<file path="config.mk">
export PLATFORM = sky130hd
export DESIGN_NAME = instr_encoder
export DESIGN_NICKNAME = d
export VERILOG_FILES = /design/src/rtl/instr_pkg.sv /design/src/rtl/instr_pack.sv /design/src/rtl/instr_encoder.sv
export SDC_FILE = /design/constraint.sdc
export NUM_CORES = 1
export LEC_CHECK = 0
export CORE_UTILIZATION = 45
export DETAILED_ROUTE_END_ITERATION = 16
export PLACE_DENSITY = 0.85
export SYNTH_ARGS = -nofsm -noshare
export SYNTH_HDL_FRONTEND = slang
export SYNTH_HIERARCHICAL = 1
export SYNTH_SLANG_ARGS = --single-unit
</file>
<file path="constraint.sdc">
create_clock -name clk -period 3.13 [get_ports clk]
set_input_delay 0.626 -clock clk [delete_from_list [all_inputs] [get_ports clk]]
set_output_delay 0.626 -clock clk [all_outputs]
set_load 0.02 [all_outputs]
</file>
<file path="src/rtl/instr_pkg.sv">
// Shared RV32I encoding constants, descriptor class and loader FSM state.
// Also used by the core decoder for the same opcode values.
package instr_pkg;

    localparam logic [6:0] OP_RALU   = 7'b0110011;
    localparam logic [6:0] OP_IALU   = 7'b0010011;
    localparam logic [6:0] OP_ILOAD  = 7'b0000011;
    localparam logic [6:0] OP_SSTORE = 7'b0100011;

    localparam logic [2:0] F3_SLL = 3'b001;
    localparam logic [2:0] F3_SRX = 3'b101;
    localparam logic [2:0] F3_ADD = 3'b000;
    localparam logic [2:0] F3_LSW = 3'b010;

    typedef enum logic [1:0] {
        C_RALU   = 2'd0,
        C_IALU   = 2'd1,
        C_ILOAD  = 2'd2,
        C_SSTORE = 2'd3
    } cls_e;

    typedef enum logic [1:0] {
        S_IDLE  = 2'd0,
        S_LOAD  = 2'd1,
        S_FLUSH = 2'd2,
        S_DONE  = 2'd3
    } state_e;

endpackage

</file>
<file path="src/rtl/instr_pack.sv">
// Combinational descriptor-to-RV32I word encoder.
// INSTR_ENCODER_CHECK_EN enables the AluOp legality flag (bad).
module instr_pack
    import instr_pkg::*;
(
    input  logic [1:0]  cls,
    input  logic [3:0]  aluop,
    input  logic [4:0]  rd,
    input  logic [4:0]  rs1,
    input  logic [4:0]  rs2,
    input  logic [11:0] imm,
    output logic [31:0] word,
    output logic        bad
);

    logic [2:0]  f3;
    logic        f7b;
    logic [11:0] imm_i;

    assign f3  = aluop[3:1];
    assign f7b = aluop[0];

    // Shift immediates carry the shamt plus the funct7 arithmetic bit.
    always_comb begin
        imm_i = imm;
        unique case (1'b1)
            f3 == F3_SRX: imm_i = {1'b0, f7b, 5'b0, imm[4:0]};
            f3 == F3_SLL: imm_i = {7'b0, imm[4:0]};
            default:      imm_i = imm;
        endcase
    end

    always_comb begin
        word = '0;
        unique case (1'b1)
            cls == C_RALU:
                word = {1'b0, f7b, 5'b0, rs2, rs1, f3, rd, OP_RALU};
            cls == C_IALU:
                word = {imm_i, rs1, f3, rd, OP_IALU};
            cls == C_ILOAD:
                word = {imm, rs1, F3_LSW, rd, OP_ILOAD};
            default:
                word = {imm[11:5], rs2, rs1, F3_LSW, imm[4:0], OP_SSTORE};
        endcase
    end

`ifdef INSTR_ENCODER_CHECK_EN
    always_comb begin
        bad = 1'b0;
        if (cls == C_IALU && f7b && f3 != F3_SRX)
            bad = 1'b1;
        if (cls == C_RALU && f7b && f3 != F3_ADD && f3 != F3_SRX)
            bad = 1'b1;
    end
`else
    assign bad = 1'b0;
`endif

endmodule

</file>
<file path="src/rtl/instr_encoder.sv">
// Streams descriptors into instruction memory as RV32I words.
// Optional INSTR_ENCODER_CHECK_EN flags illegal AluOp codes in err.
module instr_encoder
    import instr_pkg::*;
#(
    parameter int ADDR_W = 8
) (
    input  logic              clk,
    input  logic              reset,
    input  logic              start,
    input  logic [ADDR_W-1:0] base_addr,
    input  logic              in_valid,
    output logic              in_ready,
    input  logic [1:0]        in_class,
    input  logic [3:0]        in_aluop,
    input  logic [4:0]        in_rd,
    input  logic [4:0]        in_rs1,
    input  logic [4:0]        in_rs2,
    input  logic [11:0]       in_imm,
    input  logic              in_last,
    output logic              mem_we,
    output logic [ADDR_W-1:0] mem_addr,
    output logic [31:0]       mem_wdata,
    input  logic              mem_ack,
    output logic              busy,
    output logic              done,
    output logic [ADDR_W:0]   count,
    output logic              err
);

    state_e              state;
    logic [ADDR_W-1:0]   addr;
    logic [31:0]         word;
    logic                held;
    logic [ADDR_W:0]     cnt;
    logic                err_q;
    logic [31:0]         pk_word;
    logic                pk_bad;
    logic                accept;
    logic                ack;

    instr_pack u_pack (
        .cls   (in_class),
        .aluop (in_aluop),
        .rd    (in_rd),
        .rs1   (in_rs1),
        .rs2   (in_rs2),
        .imm   (in_imm),
        .word  (pk_word),
        .bad   (pk_bad)
    );

    assign in_ready  = (state == S_LOAD) && (!held || mem_ack);
    assign accept    = in_valid && in_ready;
    assign ack       = held && mem_ack;
    assign mem_we    = held;
    assign mem_addr  = addr;
    assign mem_wdata = word;
    assign busy      = state != S_IDLE;
    assign done      = state == S_DONE;
    assign count     = cnt;
    assign err       = err_q;

    // A same-edge accept refills the buffer so it never drains mid-stream.
    always_ff @(posedge clk or posedge reset) begin
        if (reset) begin
            state <= S_IDLE;
            addr  <= '0;
            word  <= '0;
            held  <= 1'b0;
            cnt   <= '0;
            err_q <= 1'b0;
        end else begin
            if (ack) begin
                addr <= addr + ADDR_W'(1);
                cnt  <= cnt + (ADDR_W+1)'(1);
                held <= 1'b0;
                if (&addr)
                    err_q <= 1'b1;
            end
            if (accept) begin
                word <= pk_word;
                held <= 1'b1;
                if (pk_bad)
                    err_q <= 1'b1;
            end
            unique case (state)
                S_IDLE: begin
                    if (start) begin
                        state <= S_LOAD;
                        addr  <= base_addr;
                        cnt   <= '0;
                        err_q <= 1'b0;
                    end
                end
                S_LOAD: begin
                    if (accept && in_last)
                        state <= S_FLUSH;
                end
                S_FLUSH: begin
                    if (ack)
                        state <= S_DONE;
                end
                default: state <= S_IDLE;
            endcase
        end
    end

endmodule
</file>
==> impl_metrics.py, run 1 <==
metrics = {
    "place": {
        "io_buffers": 100,
        "gp_congestion": 0.739,
        "postPlaceCellArea_mm2": 0.00383,
        "dpl.hpwl_um": 4430,
        "place_inst": 403,
    },
    "global_route": {
        "overflow": 0,
        "grt_max_degree": 35,
        "antenna_found_initial": 0,
        "grt_pass1_wl_um": 9330,
        "use_met2_pct": 32.2,
        "grt_util_met1_pct": 21.6,
        "gr-usage-all-layers_pct": 18.6,
        "grt-busiest-layer": "met2",
        "grt_pass1_vias": 1981,
        "use_met3_pct": 6.63,
    },
    "cts": {
        "numCtsBuffers": 5,
        "cts.clk_slew.worst_paths_ps": 90,
        "cts_buffer_depth": 2,
        "cts_setup_buffers": 0,
        "cts_sinks": 53,
        "ctsResizeCount": 0,
        "clk_latency_ps": 300,
        "cts_hold_buf": 0,
        "cts_tree": "done",
        "cts-root-buf": "clkbuf_8",
        "htreeDepth": 2,
    },
    "detailed_routing": {
        "ant_nets": 0,
        "drc": 0,
        "viasPerCell": 5.05,
        "avgRoutedWirePerCell_um": 14.4,
        "vias": 2077,
        "totalWireLength_um": 5930,
        "drtIter0Drc": 55,
        "drtPass1Iterations": 4,
    },
    "synthesis": {
        "ys_seq_elements": 53,
        "yosysSeqAreaShare_pct": 46.8,
        "synth_area_leaders": "dfrtp_1 (47%), mux2_4 (15%), ha_1 (4.4%), buf_4 (3.2%), a22o_1 (3.1%)",
        "netlist_area_mm2": 0.00284,
        "avgSynthCellArea_um2": 11.8,
        "synth_top_area_share_pct": 46.8,
        "yosysUniqueCellTypes": 40,
        "yosys_warnings": 6,
        "synth_top_cell_by_area": "dfrtp_1",
        "synthCells": 241,
    },
    "die": {
        "core_area_mm2": 0.00599,
        "start_util_pct": 47.3,
        "placement_rows": 28,
        "die-area_mm2": 0.00662,
        "io_pins": 101,
        "dieHeight_um": 81.4,
        "die_w_um": 81.4,
    },
    "sta": {
        "min_period_ps": 2670,
        "finalSetupViolCount": 0,
        "totalNegativeSetupSlack_ps": 0,
        "slew_headroom_pct": 50.9,
        "rsz0062_at_grt": "false",
        "post-route-period-util_pct": 85.4,
        "maxSlewViolCount": 0,
        "final-hold-violation-count": 0,
        "fin_worst_skew_ps": 3.53,
        "worst_pin_slew_ps": 736,
        "fmaxAchievable_mhz": 374,
        "timing.hold.ws_ps": 517,
    },
    "power": {
        "pwr_density_cell_mw_per_mm2": 872,
        "vdd_drop_max_mv": 0.474,
        "leakage_uw": 0.00180,
    },
    "min_path": {
        "hp-class": "flip-flop to flip-flop",
        "hp-start": "mem_wdata[9]",
    },
    "run": {
        "maxCapViolCount": 0,
    },
    "final_layout": {
        "nets": 392,
        "final_cell_count_no_fill": 411,
        "utilization_pct": 65.9,
        "area_growth_pct": 39.3,
        "antenna_cells": 0,
        "drive_gt1_share_pct": 15.5,
        "fin_area_mm2": 0.00395,
    },
    "setup_path": {
        "cp_max_fo": 3,
        "path_class": "primary input to primary output",
        "r2r_start": "state[1]",
        "required_ps": 2500,
        "critPathLaunch": "mem_ack",
        "cp.arrival_ps": 2050,
        "crit_path_start_kind": "primary input",
        "cp-end-kind": "primary output",
    },
    "status": {
        "status": "completed",
    },
}
==> critical path, stage by stage <==
cell and delay (ps):
clkdlybuf4s50_1 500, nand2b_2 160, and2_4 160, clkdlybuf4s50_1 600
==> area by class of cell <==
class,count,area (um^2)
Clock buffer,7,86.3
Clock inverter,1,30.0
Fill cell,465,2040
Inverter,14,52.6
Multi-Input combinational cell,159,1330
Sequential cell,53,1330
Tap cell,75,93.8
Timing Repair Buffer,102,1030
==> state kept, by name, summed over array words and instances (netlist names) <==
register	cells
count	9
err	1
mem_we	1
mem_addr	8
state	2
mem_wdata	32
==> cell usage in the layout, fill, tap and decap left out, drive strengths merged, types with 6 or more instances in the layout <==
cell / count
clkbuf: 7
dfrtp: 53
ha: 10
nor2: 12
inv: 14
conb: 6
mux2: 33
o21ai: 9
clkdlybuf4s50: 100
nor2b: 6
a22o: 10
xor2: 9
nand2: 23
==> path summary, 6_finish.rpt <==
check	slack, ps	cells after the start	to
hold / removal	520	1	mem_wdata[9]
setup / recovery	460	4	in_ready
max in group asynchronous	1890	3	mem_wdata[31]
min in group asynchronous	700	2	count[8]
setup reg to reg	1340	5	mem_wdata[26]
hold reg to reg	520	1	mem_wdata[9]
==> routing by layer <==
layer	share of wire, %	vias to the layer above
li1	-	991
met1	41	1011
met2	50	68
met4	1.0	0
met5	0	-
met3	8.0	7
==> stage by stage <==
step                setup WS, ps  power, uW
finish                       458       3440
global route                 422       3650
CTS                          449       3480
detailed placement           464       2990
global placement             455       2940
floorplan                   1220       2230
==> cell families (layout without fill, tap and decap cells) <==
family | Yosys count | count (layout) | share of synthesized area [%]
and+or+nand+nor | 66 | 66 | 12.4
DFF | 53 | 53 | 46.8
muxes | 33 | 33 | 16.8
buffers and inverters | 33 | 124 | 6.80
AOI/OAI and AO/OA | 30 | 30 | 8.21
xor gates and xnor gates | 14 | 14 | 4.32
adders and majority gates | 10 | 10 | 4.41
other | 2 | 6 | 0.265
==> report_power, final <==
| group | internal (uW) | switching [uW] |
|---|---|---|
| clock network | 261 | 215 |
| registers | 970 | 227 |
| logic | 979 | 790 |
==> cell usage after synthesis (all sizes together) <==
cell type	instances
a211oi	1
a21oi	2
a22o	10
a31o	1
a31oi	2
a32oi	1
a41oi	1
and2	3
and4	3
buf	16
clkbuf	3
conb	2
dfrtp	53
ha	10
inv	14
mux2	33
nand2	23
nand2b	3
nand3	3
nand4	5
nor2	12
nor2b	6
nor3	4
nor3b	2
o21ai	9
o221ai	1
o22ai	1
o32ai	1
or2	1
or3	1
xnor2	5
xor2	9
No activity file was read; power rests on OpenSTA's default activity.
==> run 2, diff against run 1 <==
- GPL_TIMING_DRIVEN: default -> 1
- SKIP_LAST_GASP: default -> 1
==> results of run 2 <==
No change in the layout: final DEF, timing and power equal those of run 1.
==> variant: new RTL, flow settings as in run 1 <==
Encoding of `state_e`: now one-hot (4 bits for 4 states).
--- a/src/rtl/instr_pkg.sv
+++ b/src/rtl/instr_pkg.sv
@@ -19,11 +19,11 @@
         C_SSTORE = 2'd3
     } cls_e;
 
-    typedef enum logic [1:0] {
-        S_IDLE  = 2'd0,
-        S_LOAD  = 2'd1,
-        S_FLUSH = 2'd2,
-        S_DONE  = 2'd3
+    typedef enum logic [3:0] {
+        S_IDLE  = 4'b0001,
+        S_LOAD  = 4'b0010,
+        S_FLUSH = 4'b0100,
+        S_DONE  = 4'b1000
     } state_e;
 
 endpackage
Behaviour: no difference found for any inputs over 10 cycles, from zero or initial values and one cycle with reset high; not proved beyond that.
==> variant against run 1 <==
Wire length increased by 3.3%; sequential cell count rose by 2; synthesized area decreased by 1.4%; final area is 0.76% lower; total power down 10%; non-clock buffer count increased by 1; worst setup slack worse by 0.088 ns; count of clock-buffer cells in the layout unchanged; largest power group unchanged.
==> variant: results (changes against run 1) <==
[outcome]
outcome = finished, final reports clean

[worst_hold_path]
hp-start = mem_wdata[24]
min_to = mem_wdata[24]

[drt]
wl_per_cell_um = 14.6  ; +1.1%
dr.pass1.iters = 4  ; unchanged
wirelength_mm = 6.12  ; +3.3%
drtIter0Drc = 73  ; +33%
via_count = 2156  ; +3.8%

[worst_setup_path]
crit_arrival_ns = 2.13  ; +0.08 ns
crit_fanout = 7  ; +4
r2r_cells = 4  ; -1
cpPeakStageDelay_ns = 0.63  ; +0.03 ns
crit_family = simple AND/OR/NAND/NOR gates
r2r_slack_ns = 0.99  ; -0.35 ns
r2r-start = state[3]
crit_slowest_cell = clkdlybuf4s50_1
regToRegEndpoint = mem_wdata[8]

[grt]
grt_pass1_wl_mm = 10.2  ; +9.0%
grt_max_degree = 33  ; -5.7%
grt_pass1_vias = 2138  ; +7.9%
grt_use_total_pct = 20.4  ; +1.9 points
antenna_found_initial = 0  ; unchanged

[yosys]
synth_cell_types = 43  ; +7.5%
synth_common_cells = 54 x dfrtp_1, 32 x mux2_1, 22 x nor2_1
synth-seq-area-share_pct = 49.3  ; +2.5 points
syn_inst = 249  ; +3.3%
synth.area.top_cells = dfrtp_1 48%, mux2_1 13%, buf_4 4.3%

[sta]
tightest_slew_ns = 0.740  ; +0.00336 ns
skew_ns = 0.00713  ; +0.00359 ns

[placement]
dp_hpwl_mm = 4.80  ; +8.2%
gp_congestion = 0.818  ; +11%
dpl-instance-area_um2 = 3810  ; -0.46%
post-place-cells = 412  ; +2.2%

[cells_and_area]
nets = 397  ; +1.3%
final_layout_size_suffix_gt1_share_pct = 6.09  ; -9.4 points
fillerInstances = 495  ; +6.5%
largest_register_ffs = 32  ; unchanged

[power]
internal_power_mw = 1.95  ; -12%
max-vdd-ir-drop_v = 0.000451  ; -4.8%
p_leak_nw = 1.68  ; -6.6%

[cts]
ctsLongestPathBuffers = 2  ; unchanged

## variant: cells by family (layout without fill, tap and decap cells)
kind of cell / Yosys count / in the layout / synth area share [%]
simple gates: 74 / 74 / 14.6
flops: 55 / 55 / 49.3
mux: 34 / 34 / 13.6
compound gates: 33 / 33 / 8.81
buf+inv: 31 / 123 / 6.35
xor+xnor: 14 / 14 / 4.38
fa+ha+maj: 6 / 6 / 2.68
other cells: 2 / 6 / 0.269
## variant: through the flow
stage / utilization (%) / hold WS [ns] / worst slack [ns]
after floorplan: - / 0.501 / 1.16
after global placement: 64.1 / 0.466 / 0.415
after detailed placement: 64.1 / 0.477 / 0.427
after CTS: 65.8 / 0.499 / 0.368
after global routing: 65.8 / 0.512 / 0.293
final: 65.8 / 0.493 / 0.370
## variant: how the worst max path moves through the flow
stage / from / endpoint / slack (ns)
after floorplan: reset / count[0] / 1.16
after global placement: mem_ack / in_ready / 0.42
after detailed placement: mem_ack / in_ready / 0.43
after CTS: state[3] / in_ready / 0.37
after global routing: mem_ack / in_ready / 0.29
final: state[3] / in_ready / 0.37
## variant: layout make-up
type	count	share of cell area (%)
clock inverter	1	0.192
clock buffer	7	2.46
timing repair buffer	103	26.4
tap	75	2.39
sequential	55	35.2
inverter	12	1.15
multi-input combinational	167	32.2
## variant: metal layers
metal | vias to the layer above | wire length, µm | part of all wire (%) | GRT usage (%)
met4 | 0 | 80 | 1.3 | 6.79
li1 | 1036 | - | - | -
met1 | 1054 | 2570 | 42 | 25.0
met2 | 60 | 3220 | 53 | 36.6
met3 | 6 | 260 | 4.2 | 3.03
met5 | - | 0 | 0 | 0
## variant: power groups by stage
stage	Sequential (mW)	Combinational (mW)	Clock, mW
2_1_floorplan	1.48	0.488	0
3_3_place_gp	1.18	1.48	0
3_5_place_dp	1.20	1.51	0
4_1_cts	1.19	1.51	0.434
5_1_grt	1.23	1.60	0.465
6_report	1.18	1.49	0.424
